**src/rtl/mc_control_if.sv**
```systemverilog
// Control bundle between the multicycle control FSM and the datapath/memory.
// The FSM side uses the master modport; the datapath side uses slave.
interface mc_control_if;
    logic [5:0]  op_code;
    logic        zero;
    logic        mem_ready;
    logic        mem_req;
    logic        iord;
    logic        memwrite;
    logic        irwrite;
    logic        regdest;
    logic        memtoreg;
    logic        regwrite;
    logic        alusrca;
    logic [1:0]  alusrcb;
    logic [1:0]  aluop;
    logic [1:0]  pcsrc;
    logic        pcen;
    logic [3:0]  state;
    logic        illegal_op;
    logic        mem_err;
    logic [31:0] instr_count;

    modport master (
        input  op_code, zero, mem_ready,
        output mem_req, iord, memwrite, irwrite, regdest, memtoreg, regwrite,
               alusrca, alusrcb, aluop, pcsrc, pcen, state, illegal_op,
               mem_err, instr_count
    );

    modport slave (
        output op_code, zero, mem_ready,
        input  mem_req, iord, memwrite, irwrite, regdest, memtoreg, regwrite,
               alusrca, alusrcb, aluop, pcsrc, pcen, state, illegal_op,
               mem_err, instr_count
    );
endinterface

```
**src/rtl/mc_control_fsm.sv**
```systemverilog
// Multicycle MIPS-style control unit: Moore-decoded datapath controls,
// memory handshake with a bounded wait, and a retired-instruction counter.
module mc_control_fsm #(
    parameter int TIMEOUT = 16
) (
    input  logic         clk,
    input  logic         rst,
    mc_control_if.master bus
);
    localparam logic [5:0] OP_LW    = 6'b100011;
    localparam logic [5:0] OP_SW    = 6'b101011;
    localparam logic [5:0] OP_RTYPE = 6'b000000;
    localparam logic [5:0] OP_ADDI  = 6'b001000;
    localparam logic [5:0] OP_BEQ   = 6'b000100;
    localparam logic [5:0] OP_J     = 6'b000010;

    // Last wait-count value tolerated before the access is abandoned.
    localparam logic [7:0] WAIT_LAST = 8'(TIMEOUT - 1);

    typedef enum logic [3:0] {
        S_FETCH   = 4'd0,
        S_DECODE  = 4'd1,
        S_MEMADR  = 4'd2,
        S_MEMRD   = 4'd3,
        S_MEMWB   = 4'd4,
        S_MEMWR   = 4'd5,
        S_RTYPEEX = 4'd6,
        S_RTYPEWB = 4'd7,
        S_BEQEX   = 4'd8,
        S_ADDIEX  = 4'd9,
        S_ADDIWB  = 4'd10,
        S_JEX     = 4'd11
    } state_t;

    state_t      state_reg;
    logic [7:0]  wait_reg;
    logic [31:0] count_reg;
    logic        mem_err_reg;

    logic        in_mem_state;
    logic        abandon;
    logic        retire;
    logic        op_known;

    // Decoded controls before reset/timeout strobe suppression.
    logic        mem_req_dec;
    logic        iord_dec;
    logic        memwrite_dec;
    logic        irwrite_dec;
    logic        regdest_dec;
    logic        memtoreg_dec;
    logic        regwrite_dec;
    logic        alusrca_dec;
    logic [1:0]  alusrcb_dec;
    logic [1:0]  aluop_dec;
    logic [1:0]  pcsrc_dec;
    logic        pcen_dec;

    // Classify the current cycle: memory wait, timeout abandon, retirement, opcode validity.
    always_comb begin
        in_mem_state = (state_reg == S_FETCH) || (state_reg == S_MEMRD) ||
                       (state_reg == S_MEMWR);
        abandon      = in_mem_state && !bus.mem_ready && (wait_reg == WAIT_LAST);
        case (state_reg)
            S_MEMWB, S_RTYPEWB, S_ADDIWB, S_BEQEX, S_JEX: retire = 1'b1;
            S_MEMWR: retire = bus.mem_ready;
            default: retire = 1'b0;
        endcase
        op_known = (bus.op_code == OP_LW)    || (bus.op_code == OP_SW)   ||
                   (bus.op_code == OP_RTYPE) || (bus.op_code == OP_ADDI) ||
                   (bus.op_code == OP_BEQ)   || (bus.op_code == OP_J);
    end

    // State sequencing, wait counter, timeout pulse and retired-instruction counter.
    always_ff @(posedge clk) begin
        if (rst) begin
            state_reg   <= S_FETCH;
            wait_reg    <= '0;
            count_reg   <= '0;
            mem_err_reg <= 1'b0;
        end else begin
            mem_err_reg <= abandon;

            // The counter only survives while a memory state is held waiting;
            // every other cycle leaves it at zero so each entry starts fresh.
            if (in_mem_state && !bus.mem_ready && !abandon) begin
                wait_reg <= wait_reg + 8'd1;
            end else begin
                wait_reg <= '0;
            end

            if (retire) begin
                count_reg <= count_reg + 32'd1;
            end

            case (state_reg)
                S_FETCH: begin
                    if (bus.mem_ready) begin
                        state_reg <= S_DECODE;
                    end else begin
                        state_reg <= S_FETCH;
                    end
                end
                S_DECODE: begin
                    case (bus.op_code)
                        OP_LW, OP_SW: state_reg <= S_MEMADR;
                        OP_RTYPE:     state_reg <= S_RTYPEEX;
                        OP_ADDI:      state_reg <= S_ADDIEX;
                        OP_BEQ:       state_reg <= S_BEQEX;
                        OP_J:         state_reg <= S_JEX;
                        default:      state_reg <= S_FETCH;
                    endcase
                end
                S_MEMADR: begin
                    if (bus.op_code == OP_LW) begin
                        state_reg <= S_MEMRD;
                    end else begin
                        state_reg <= S_MEMWR;
                    end
                end
                S_MEMRD: begin
                    if (bus.mem_ready) begin
                        state_reg <= S_MEMWB;
                    end else if (abandon) begin
                        state_reg <= S_FETCH;
                    end else begin
                        state_reg <= S_MEMRD;
                    end
                end
                S_MEMWR: begin
                    if (bus.mem_ready || abandon) begin
                        state_reg <= S_FETCH;
                    end else begin
                        state_reg <= S_MEMWR;
                    end
                end
                S_RTYPEEX: state_reg <= S_RTYPEWB;
                S_ADDIEX:  state_reg <= S_ADDIWB;
                S_MEMWB, S_RTYPEWB, S_ADDIWB, S_BEQEX, S_JEX: state_reg <= S_FETCH;
                default:   state_reg <= S_FETCH;
            endcase
        end
    end

    // Moore decode of the datapath controls from the current state.
    always_comb begin
        mem_req_dec  = 1'b0;
        iord_dec     = 1'b0;
        memwrite_dec = 1'b0;
        irwrite_dec  = 1'b0;
        regdest_dec  = 1'b0;
        memtoreg_dec = 1'b0;
        regwrite_dec = 1'b0;
        alusrca_dec  = 1'b0;
        alusrcb_dec  = 2'b00;
        aluop_dec    = 2'b00;
        pcsrc_dec    = 2'b00;
        pcen_dec     = 1'b0;
        case (state_reg)
            S_FETCH: begin
                mem_req_dec = 1'b1;
                alusrcb_dec = 2'b01;
                // The IR and PC only load once the instruction word has arrived.
                irwrite_dec = bus.mem_ready;
                pcen_dec    = bus.mem_ready;
            end
            S_DECODE: begin
                alusrcb_dec = 2'b11;
            end
            S_MEMADR, S_ADDIEX: begin
                alusrca_dec = 1'b1;
                alusrcb_dec = 2'b10;
            end
            S_MEMRD: begin
                mem_req_dec = 1'b1;
                iord_dec    = 1'b1;
            end
            S_MEMWR: begin
                mem_req_dec  = 1'b1;
                iord_dec     = 1'b1;
                memwrite_dec = 1'b1;
            end
            S_MEMWB: begin
                memtoreg_dec = 1'b1;
                regwrite_dec = 1'b1;
            end
            S_RTYPEEX: begin
                alusrca_dec = 1'b1;
                aluop_dec   = 2'b10;
            end
            S_RTYPEWB: begin
                regdest_dec  = 1'b1;
                regwrite_dec = 1'b1;
            end
            S_ADDIWB: begin
                regwrite_dec = 1'b1;
            end
            S_BEQEX: begin
                alusrca_dec = 1'b1;
                aluop_dec   = 2'b01;
                pcsrc_dec   = 2'b01;
                pcen_dec    = bus.zero;
            end
            S_JEX: begin
                pcsrc_dec = 2'b10;
                pcen_dec  = 1'b1;
            end
            default: begin
                mem_req_dec = 1'b0;
            end
        endcase
    end

    // Strobes are killed while reset is held and in the cycle an access is abandoned,
    // so neither a half-finished write nor a stray register load can escape.
    assign bus.mem_req     = mem_req_dec  && !rst && !abandon;
    assign bus.memwrite    = memwrite_dec && !rst && !abandon;
    assign bus.irwrite     = irwrite_dec  && !rst && !abandon;
    assign bus.pcen        = pcen_dec     && !rst && !abandon;
    assign bus.regwrite    = regwrite_dec && !rst && !abandon;
    assign bus.iord        = iord_dec;
    assign bus.regdest     = regdest_dec;
    assign bus.memtoreg    = memtoreg_dec;
    assign bus.alusrca     = alusrca_dec;
    assign bus.alusrcb     = alusrcb_dec;
    assign bus.aluop       = aluop_dec;
    assign bus.pcsrc       = pcsrc_dec;
    assign bus.state       = state_reg;
    assign bus.illegal_op  = (state_reg == S_DECODE) && !op_known;
    assign bus.mem_err     = mem_err_reg;
    assign bus.instr_count = count_reg;
endmodule

```
**src/flat_wrapper.sv**
```systemverilog
// flat-port wrapper written by rule: the top's interface ports become plain ports
module mc_control_fsm_flat 
#(
    parameter int TIMEOUT = 16
)
  (clk, rst, bus_op_code, bus_zero, bus_mem_ready, bus_mem_req, bus_iord, bus_memwrite, bus_irwrite, bus_regdest, bus_memtoreg, bus_regwrite, bus_alusrca, bus_alusrcb, bus_aluop, bus_pcsrc, bus_pcen, bus_state, bus_illegal_op, bus_mem_err, bus_instr_count);
  mc_control_if bus_i ();
  input  logic clk;
  input  logic rst;
  input wire logic [$bits(bus_i.op_code)-1:0] bus_op_code;
  input wire logic [$bits(bus_i.zero)-1:0] bus_zero;
  input wire logic [$bits(bus_i.mem_ready)-1:0] bus_mem_ready;
  output wire logic [$bits(bus_i.mem_req)-1:0] bus_mem_req;
  output wire logic [$bits(bus_i.iord)-1:0] bus_iord;
  output wire logic [$bits(bus_i.memwrite)-1:0] bus_memwrite;
  output wire logic [$bits(bus_i.irwrite)-1:0] bus_irwrite;
  output wire logic [$bits(bus_i.regdest)-1:0] bus_regdest;
  output wire logic [$bits(bus_i.memtoreg)-1:0] bus_memtoreg;
  output wire logic [$bits(bus_i.regwrite)-1:0] bus_regwrite;
  output wire logic [$bits(bus_i.alusrca)-1:0] bus_alusrca;
  output wire logic [$bits(bus_i.alusrcb)-1:0] bus_alusrcb;
  output wire logic [$bits(bus_i.aluop)-1:0] bus_aluop;
  output wire logic [$bits(bus_i.pcsrc)-1:0] bus_pcsrc;
  output wire logic [$bits(bus_i.pcen)-1:0] bus_pcen;
  output wire logic [$bits(bus_i.state)-1:0] bus_state;
  output wire logic [$bits(bus_i.illegal_op)-1:0] bus_illegal_op;
  output wire logic [$bits(bus_i.mem_err)-1:0] bus_mem_err;
  output wire logic [$bits(bus_i.instr_count)-1:0] bus_instr_count;
  assign bus_i.op_code = bus_op_code;
  assign bus_i.zero = bus_zero;
  assign bus_i.mem_ready = bus_mem_ready;
  assign bus_mem_req = bus_i.mem_req;
  assign bus_iord = bus_i.iord;
  assign bus_memwrite = bus_i.memwrite;
  assign bus_irwrite = bus_i.irwrite;
  assign bus_regdest = bus_i.regdest;
  assign bus_memtoreg = bus_i.memtoreg;
  assign bus_regwrite = bus_i.regwrite;
  assign bus_alusrca = bus_i.alusrca;
  assign bus_alusrcb = bus_i.alusrcb;
  assign bus_aluop = bus_i.aluop;
  assign bus_pcsrc = bus_i.pcsrc;
  assign bus_pcen = bus_i.pcen;
  assign bus_state = bus_i.state;
  assign bus_illegal_op = bus_i.illegal_op;
  assign bus_mem_err = bus_i.mem_err;
  assign bus_instr_count = bus_i.instr_count;
  mc_control_fsm #(.TIMEOUT(TIMEOUT)) u_core (.clk(clk), .rst(rst), .bus(bus_i));
endmodule
```
**config.mk**
```make
export PLATFORM = sky130hd
export DESIGN_NAME = mc_control_fsm_flat
export DESIGN_NICKNAME = d
export VERILOG_FILES = /design/src/rtl/mc_control_if.sv /design/src/rtl/mc_control_fsm.sv /design/src/flat_wrapper.sv
export SDC_FILE = /design/constraint.sdc
export NUM_CORES = 1
export LEC_CHECK = 0
export ABC_AREA = 0
export BUFFER_PORTS_ARGS = -buffer_cell sky130_fd_sc_hd__clkbuf_2
export CORE_MARGIN = 2
export CORE_UTILIZATION = 30
export CTS_CLUSTER_DIAMETER = 40
export DETAILED_ROUTE_END_ITERATION = 7
export PLACE_DENSITY_LB_ADDON = 0.1
export SLEW_MARGIN = 10
export SYNTH_ARGS = -nofsm -noshare
export SYNTH_HDL_FRONTEND = slang
export SYNTH_SLANG_ARGS = --single-unit
```
**constraint.sdc**
```tcl
create_clock -name clk -period 3.2 [get_ports clk]
set_input_delay 0.48 -clock clk [delete_from_list [all_inputs] [get_ports clk]]
set_output_delay 0.48 -clock clk [all_outputs]
set_load 0.005 [all_outputs]
```
==> results_dict.tcl, run 1 <==
set metrics [dict create \
    cts_buffer_depth 2 \
    pwr_density_cell_mw_per_mm2 370 \
    worstPathArrival_ns 2.30 \
    largest_reg_flops 32 \
    synth.distinct_cells 43 \
    viasPerCell 5.10 \
    ys_warn_count 0 \
    cp-end-kind "output pin" \
    p_int_uw 819 \
    setup_tns_ns 0 \
    hpwlAfterDp_mm 4.46 \
    wire_per_inst_um 13.7 \
    ctsHoldBuffers 0 \
    hold_path.class "register to register" \
    netlist_area_mm2 0.00242 \
    antenna_left 0 \
    drive_gt1_share_pct 23.8 \
    firstDrtPassIters 4 \
    insertion_delay_ns 0.31 \
    finalSetupViolCount 0 \
    dr.first_iter.drc_count 104 \
    min_to "u_core.wait_reg[0]" \
    grt_pass1_vias 2125 \
    tightest_slew_ns 0.752 \
    stdcell_count 455 \
    h-tree-depth 2 \
    reg2reg_from "u_core.bus.state[2]" \
    grt_max_degree 37 \
    post_cts_buffers 0 \
    die_w_um 93.9 \
    area_growth_syn_to_layout_pct 19.2 \
    core_area_mm2 0.00777 \
    status "finished, final reports clean" \
    max_freq_mhz 360 \
    relSlewSlack_pct 49.8 \
    leakage_uw 0.00111 \
    design_area_mm2 0.00289 \
    worst-r2r-cell-count 5 \
    whs_ns 0.443 \
    power_frac_clock_pct 41.6 \
    port_buffers 62 \
    synth_edf_count 0 \
    start_util_pct 31.2 \
    grt_pass1_wl_mm 10.4 \
    num_io_pins 63 \
    die_h_um 93.9 \
    final_nets 364 \
    vias 2322 \
    fillCellCount 855 \
    antenna_found_initial 0 \
    met1_length_mm 2.96 \
    antenna_cells 0 \
    gp_congestion 0.823 \
    cts_resized 0 \
    grt_use_total_pct 14.6 \
    hold_depth 1 \
    switchingPower_uw 250 \
    clk_pin_slew_ns 0.09 \
    cts_tree "built" \
    dr_wl_met3_um 329 \
    swShare_pct 23.4 \
    cts_buffers 5 \
    synth.net_count 309 \
    peakVddDrop_v 0.000211 \
    netlist_instances 297 \
    synth.yosys.seq_area_share_pct 37.2 \
    dp.cells 447 \
    reg2reg_slack_ns 0.64 \
    cts-root-buf "clkbuf_8" \
    finalClockSkew_ns 0.0140 \
    drc_errors 0 \
    maxSlewViolCount 0 \
    cp.required_ns 2.72 \
    wl_met2_mm 2.84 \
    path_max_fanout 19 \
    synth-seq-cells 45 \
    placementRows 32 \
    rsz0062_at_grt "no" \
    overflow 0 \
    dpl_cell_area_mm2 0.00278 \
    finalHoldViolCount 0 \
    synth.avg_cell_area_um2 8.16 \
    comb_power_share_pct 5.4 \
    maxCapViolCount 0 \
    fin_crit_ns 2.78 \
    top_layer "met4" \
    ys.flop_type "dfxtp_1" \
    async_reset_ff_share_pct 0 \
    finalPower_uw 1070 \
    r2r_end "u_core.bus.instr_count[31]" \
    wl_mm 6.21 \
    cts_sinks 45 \
    cp-start-kind "register" \
    timing.final.crit_share_pct 86.7 \
    crit_type "register to output pin" \
    hp-start "u_core.wait_reg[0]" \
    dieArea_mm2 0.00881 \
    seq_power_share_pct 53.0 \
]
-- logic make-up (layout without fill, tap and decap cells) --
kind of cell               after synthesis  count (layout)  synth area share [%]
buffers and inverters                   22              78                  5.21
AOI/OAI and AO/OA                       59              59                  15.8
xor gates and xnor gates                22              22                  7.95
adders and majority gates                2               2                  1.03
DFF                                     45              45                  37.2
and+or+nand+nor                        146             146                  32.4
muxes                                    1               1                 0.413
-- metal layers --
| layer | GRT usage (%) | vias up |
|---|---|---|
| met5 | 0 | - |
| met4 | 4.47 | 0 |
| met3 | 2.57 | 8 |
| met2 | 23.5 | 63 |
| met1 | 20.0 | 1086 |
| li1 | - | 1165 |
-- worst max path at each step --
stage,startpoint,endpoint,slack [ns],cells past startpoint
finish,u_core.bus.state[2],bus_pcen,0.42,6
global route,u_core.bus.state[2],bus_pcen,0.26,6
CTS,u_core.bus.state[2],bus_pcen,0.42,6
detailed placement,u_core.bus.state[2],u_core.bus.instr_count[31],0.65,5
global placement,u_core.bus.state[2],u_core.bus.instr_count[31],0.72,5
floorplan,bus_mem_ready,bus_pcen,1.10,6
-- critical path, stage by stage (launching register included) --
cell,delay (ns)
dfxtp_1,0.56
or4_1,0.60
o22ai_1,0.19
nor2b_1,0.24
or2_2,0.20
nor3_1,0.06
clkbuf_2,0.15
-- cell usage after synthesis, drive strengths merged, types with 2 or more instances --
cell,instances,area share (%)
nand4,10,2.6
or3,12,3.1
and4,3,1.1
nand2b,6,1.5
o31ai,6,1.9
or3b,3,1.1
nor4,5,1.3
xnor2,5,1.8
a31oi,3,0.77
nand2,24,4.0
xor2,17,6.1
ha,2,1.0
and3,8,2.1
nor3,10,2.1
nor2b,5,1.4
a21oi,25,5.3
o22ai,2,0.52
a22oi,2,0.62
buf,9,3.2
inv,5,0.77
o21ai,15,4.0
o32a,2,0.83
clkbuf,8,1.2
or4,7,2.2
nor2,37,5.7
dfxtp,45,37
nand3,13,3.4
-- per-stage QoR --
stage	setup slack [ns]	util [%]
2_1_floorplan	1.10	-
3_3_place_gp	0.718	35.7
3_5_place_dp	0.653	35.7
4_1_cts	0.420	37.2
5_1_grt	0.255	37.2
6_report	0.424	37.2
-- power by group through the flow --
stage          Clock (uW)  Combinational, uW  Sequential (uW)
6_report              444               58.1              567
3_5_place_dp            0               58.8              580
4_1_cts               459               59.0              567
2_1_floorplan           0               38.5              577
3_3_place_gp            0               58.7              580
5_1_grt               479               65.2              568
-- layout by cell type (no fill, tap or decap), types with 2 or more instances in the layout --
cell,n
a31oi_1,3
buf_4,3
a21oi_1,24
nor2b_1,4
o22ai_1,2
clkbuf_8,5
and3_1,8
xor2_1,17
inv_1,5
o31ai_1,6
o21ai_0,13
o21ai_4,2
nor2_1,37
o32a_1,2
a22oi_1,2
and4_1,3
dfxtp_1,45
clkbuf_2,62
or4_1,7
nand2b_1,6
nor4_1,5
or3b_2,3
nand4_1,10
nand3_1,11
xnor2_1,5
nand2_1,23
or3_1,12
ha_1,2
nor3_1,10
-- area by class of cell --
class	instances	area [um^2]	area share (%)
multi-input cells	230	1400	48.4
flip-flops and latches	45	901	31.2
well taps	102	128	4.42
inverters	5	18.8	0.650
clock buffers	6	72.6	2.51
repair buffers	65	333	11.5
clock inverters	2	38.8	1.34
No activity file was read; power rests on OpenSTA's default activity.
==> inputs of run 2 (changes only) <==
- CORE_UTILIZATION: 30 -> 57
==> results_dict.tcl, run 2 (same netlist as run 1, synthesis figures left out) <==
set metrics [dict create \
    grt_max_degree 37 \
    maxSlewViolCount 0 \
    hp-start "u_core.wait_reg[0]" \
    path_max_fanout 19 \
    finalPower_uw 1070 \
    post_cts_buffers 0 \
    multi_input_area_mm2 0.00140 \
    antenna_left 0 \
    firstDrtPassIters 4 \
    insertion_delay_ns 0.30 \
    cp-end-kind "output pin" \
    wl_met2_mm 2.71 \
    fin_util_pct 69.3 \
    hold_depth 1 \
    post-place-ws_ns 0.697 \
    grt_use_total_pct 22.7 \
    overflow 0 \
    gp_congestion 0.935 \
    finalClockSkew_ns 0.00717 \
    max_freq_mhz 361 \
    relSlewSlack_pct 52.4 \
    placementRows 23 \
    antenna_found_initial 0 \
    grt_pass1_vias 1995 \
    num_io_pins 63 \
    cts_buffers 5 \
    hpwlAfterDp_mm 3.79 \
    met1_length_mm 2.36 \
    core_area_mm2 0.00406 \
    die_w_um 69.2 \
    cp-start-kind "register" \
    area_growth_syn_to_layout_pct 16.1 \
    die_h_um 69.2 \
    vias 2314 \
    crit_type "register to output pin" \
    leakage_uw 0.00110 \
    hold_path.class "register to register" \
    grt_pass1_wl_mm 9.14 \
    regArea_um2 901 \
    wire_per_inst_um 13.5 \
    dr.first_iter.drc_count 144 \
    final_cell_mix "62 x clkbuf_2, 45 x dfxtp_1, 37 x nor2_1, 24 x a21oi_1, 23 x nand2_1" \
    dieArea_mm2 0.00479 \
    mostFrequentLayoutCell "clkbuf_2" \
    cts_buffer_depth 2 \
    cts_resized 0 \
    clk_pin_slew_ns 0.08 \
    maxCapViolCount 0 \
    wl_mm 5.40 \
    status "finished, final reports clean" \
    cts_tree "built" \
    pwr_density_cell_mw_per_mm2 379 \
    tightest_slew_ns 0.714 \
    fin_crit_ns 2.77 \
    rsz0062_at_grt "no" \
    final_nets 362 \
    antenna_cells 0 \
    crit_path_start "u_core.bus.state[2]" \
    start_util_pct 59.7 \
    cts-root-buf "clkbuf_8" \
    timing.final.crit_share_pct 86.6 \
    dr_wl_met3_um 232 \
    ctsHoldBuffers 0 \
    top_layer "met4" \
    viasPerCell 5.77 \
    h-tree-depth 2 \
    worstPathArrival_ns 2.29 \
    drc_errors 0 \
    drive_gt1_share_pct 23.4 \
    peakVddDrop_v 0.000282 \
    dpl_cell_area_mm2 0.00270 \
    finalSetupViolCount 0 \
    finalHoldViolCount 0 \
    port_buffers 62 \
    setup_slack_ns 0.429 \
    worst-r2r-cell-count 5 \
    design_area_mm2 0.00281 \
    cp.required_ns 2.72 \
    cts_sinks 45 \
    setup_tns_ns 0 \
    reg2reg_from "u_core.bus.state[2]" \
    largest_reg_flops 32 \
    fillCellCount 360 \
]
[run 2: area by class of cell]
| type | count | area share [%] |
|---|---|---|
| Clock buffer | 7 | 3.07 |
| Timing Repair Buffer | 63 | 11.3 |
| Sequential cell | 45 | 32.0 |
| Inverter | 5 | 0.667 |
| Tap cell | 50 | 2.22 |
| Clock inverter | 1 | 1.07 |
| Multi-Input combinational cell | 230 | 49.6 |
[run 2: final timing paths]
check | slack [ns] | end
setup / recovery | 0.43 | bus_pcen
hold / removal | 0.44 | u_core.wait_reg[0]
setup reg to reg | 0.68 | u_core.bus.instr_count[31]
hold reg to reg | 0.44 | u_core.wait_reg[0]
[run 2: critical path: stages (launching register included)]
cell and delay [ns]:
dfxtp_1 0.54, or4_1 0.58, o22ai_1 0.20, nor2b_1 0.27
or2_2 0.20, nor3_1 0.06, clkbuf_2 0.15
[run 2: metrics by stage]
stage | cells | hold WS, ns
6_report | 401 | 0.441
5_1_grt | 401 | 0.461
4_1_cts | 401 | 0.444
3_5_place_dp | 393 | 0.433
3_3_place_gp | 393 | 0.430
2_1_floorplan | 297 | 0.413
[run 2: where the power goes]
group	switching (uW)	total, uW	internal, uW
clock network	188	443	255
logic	33.0	55.5	22.5
registers	5.36	567	562
total	227	1070	839
[run 2: per-layer routing]
| layer | up-vias | track usage [%] |
|---|---|---|
| met3 | 8 | 4.80 |
| met2 | 74 | 37.9 |
| met1 | 1061 | 29.3 |
| met4 | 0 | 7.41 |
| li1 | 1171 | - |
| met5 | - | 0 |
==> inputs of run 3 (changes only) <==
- CORE_UTILIZATION: 57 -> 48
- clock period: 3.2 -> 2.3 ns (I/O delays scaled with it)
==> results_dict.tcl, run 3 (same netlist as run 1, synthesis figures left out) <==
set metrics [dict create \
    finalPower_uw 1390 \
    cts-root-buf "clkbuf_8" \
    grt_pass1_wl_mm 8.80 \
    dr.first_iter.drc_count 105 \
    crit_chain "or4_1, o22ai_2, nor2b_4, or2_4, nor3_1, clkbuf_2" \
    die_w_um 75.1 \
    crit_type "register to output pin" \
    peakVddDrop_v 0.000240 \
    cts_buffers 5 \
    timing.final.crit_share_pct 96.6 \
    die_h_um 75.1 \
    finalClockSkew_ns 0.00747 \
    relSlewSlack_pct 63.8 \
    worst_path_max_delay_cell "or4_1" \
    start_util_pct 50.6 \
    cp-start-kind "register" \
    max_freq_mhz 450 \
    num_io_pins 63 \
    critical_path.max_stage_delay_ns 0.52 \
    whs_ns 0.448 \
    finalHoldViolCount 0 \
    r2r_end "u_core.bus.instr_count[28]" \
    multi_input_area_mm2 0.00142 \
    firstDrtPassIters 5 \
    fillCellCount 454 \
    post-place-ws_ns 0.203 \
    grt_pass1_vias 1973 \
    cts_tree "built" \
    setup_slack_ns 0.0785 \
    wire_per_inst_um 12.7 \
    cp-end-kind "output pin" \
    insertion_delay_ns 0.30 \
    dieArea_mm2 0.00563 \
    status "finished, final reports clean" \
    area_growth_syn_to_layout_pct 20.4 \
    final_nets 372 \
    h-tree-depth 2 \
    fin_crit_ns 2.22 \
    min_to "u_core.wait_reg[0]" \
    clk_pin_slew_ns 0.08 \
    cp_top_family "simple AND/OR/NAND/NOR gates" \
    leakage_uw 0.00115 \
    wl_mm 5.42 \
    finalSetupViolCount 0 \
    port_buffers 62 \
    antenna_left 0 \
    gp_congestion 0.888 \
    hp-start "u_core.wait_reg[0]" \
    cts_sinks 45 \
    ctsHoldBuffers 0 \
    grt_max_degree 37 \
    path_max_fanout 9 \
    drc_errors 0 \
    drive_gt1_share_pct 27.7 \
    grt_use_total_pct 20.0 \
    cp.required_ns 1.96 \
    viasPerCell 5.46 \
    placementRows 25 \
    final_cell_mix "62 x clkbuf_2, 42 x dfxtp_1, 37 x nor2_1, 24 x a21oi_1, 22 x nand2_1" \
    path_buf_inv 1 \
    antenna_found_initial 0 \
    fin_util_pct 61.0 \
    hold_path.class "register to register" \
    maxCapViolCount 0 \
    antenna_cells 0 \
    pwr_density_cell_mw_per_mm2 476 \
    tightest_slew_ns 0.538 \
    reg2reg_from "u_core.bus.instr_count[0]" \
    hpwlAfterDp_mm 3.99 \
    mostFrequentLayoutCell "clkbuf_2" \
    overflow 0 \
    reg2reg_slack_ns 0.33 \
    core_area_mm2 0.00479 \
    regArea_um2 907 \
    hold_depth 1 \
    maxSlewViolCount 0 \
    worstPathArrival_ns 1.88 \
    worst-r2r-cell-count 6 \
    cts_buffer_depth 2 \
    largest_reg_flops 32 \
    vias 2338 \
]
-- run 3: per-layer routing --
metal  global-route usage (%)  vias up  share of wire [%]
met1                     24.4     1062                 44
met2                     34.4       71                 47
met3                     4.28       12                5.9
li1                         -     1193                  -
met5                        0        -                  0
met4                     7.54        0                2.2
-- run 3: cell type report --
class                   count  area share [%]
inverters                   5           0.643
clock inverters             2           0.471
well taps                  67            2.87
repair buffers             73            13.5
multi-input cells         230            48.6
flip-flops and latches     45            31.1
clock buffers               6            2.83
-- run 3: where the power goes --
group	switching [uW]	leakage [uW]	internal (uW)
clock	274	0.0000512	244
combinational	52.0	0.000737	35.8
sequential	3.30	0.000365	780
-- run 3: per-stage QoR --
| step | instances | setup TNS (ns) | cell area (um^2) |
|---|---|---|---|
| final | 428 | 0 | 2920 |
| after global routing | 428 | -0.00523 | 2920 |
| after CTS | 428 | 0 | 2900 |
| after detailed placement | 420 | 0 | 2790 |
| after global placement | 420 | 0 | 2790 |
| after floorplan | 297 | 0 | 2420 |
-- run 3: worst max-delay path by stage --
| stage | slack (ns) | end | start | cells past startpoint |
|---|---|---|---|---|
| after floorplan | 0.41 | bus_pcen | u_core.bus.state[1] | 6 |
| after global placement | 0.24 | bus_pcen | bus_mem_ready | 7 |
| after detailed placement | 0.20 | bus_pcen | bus_mem_ready | 7 |
| after CTS | 0.01 | bus_pcen | u_core.bus.state[1] | 6 |
| after global routing | -0.003 | bus_pcen | u_core.bus.state[2] | 6 |
| final | 0.08 | bus_memwrite | u_core.bus.state[2] | 6 |
-- run 3: repair_timing --
| action | 4_1_cts | 5_1_grt |
|---|---|---|
| endpoints found under the setup margin | 4 | 4 |
| gates resized for setup | 3 | 7 |
| setup buffers | 0 | 0 |
| pin swaps | 0 | 0 |
-- run 3: worst reg2reg max path, delay by kind of cell, from the launching register on --
kind | cells | cell delay, ns
AND/OR/NAND/NOR | 3 | 0.79
AO/OA/AOI/OAI | 2 | 0.54
flip-flops | 1 | 0.40
adder cells (fa/ha/maj) | 1 | 0.18
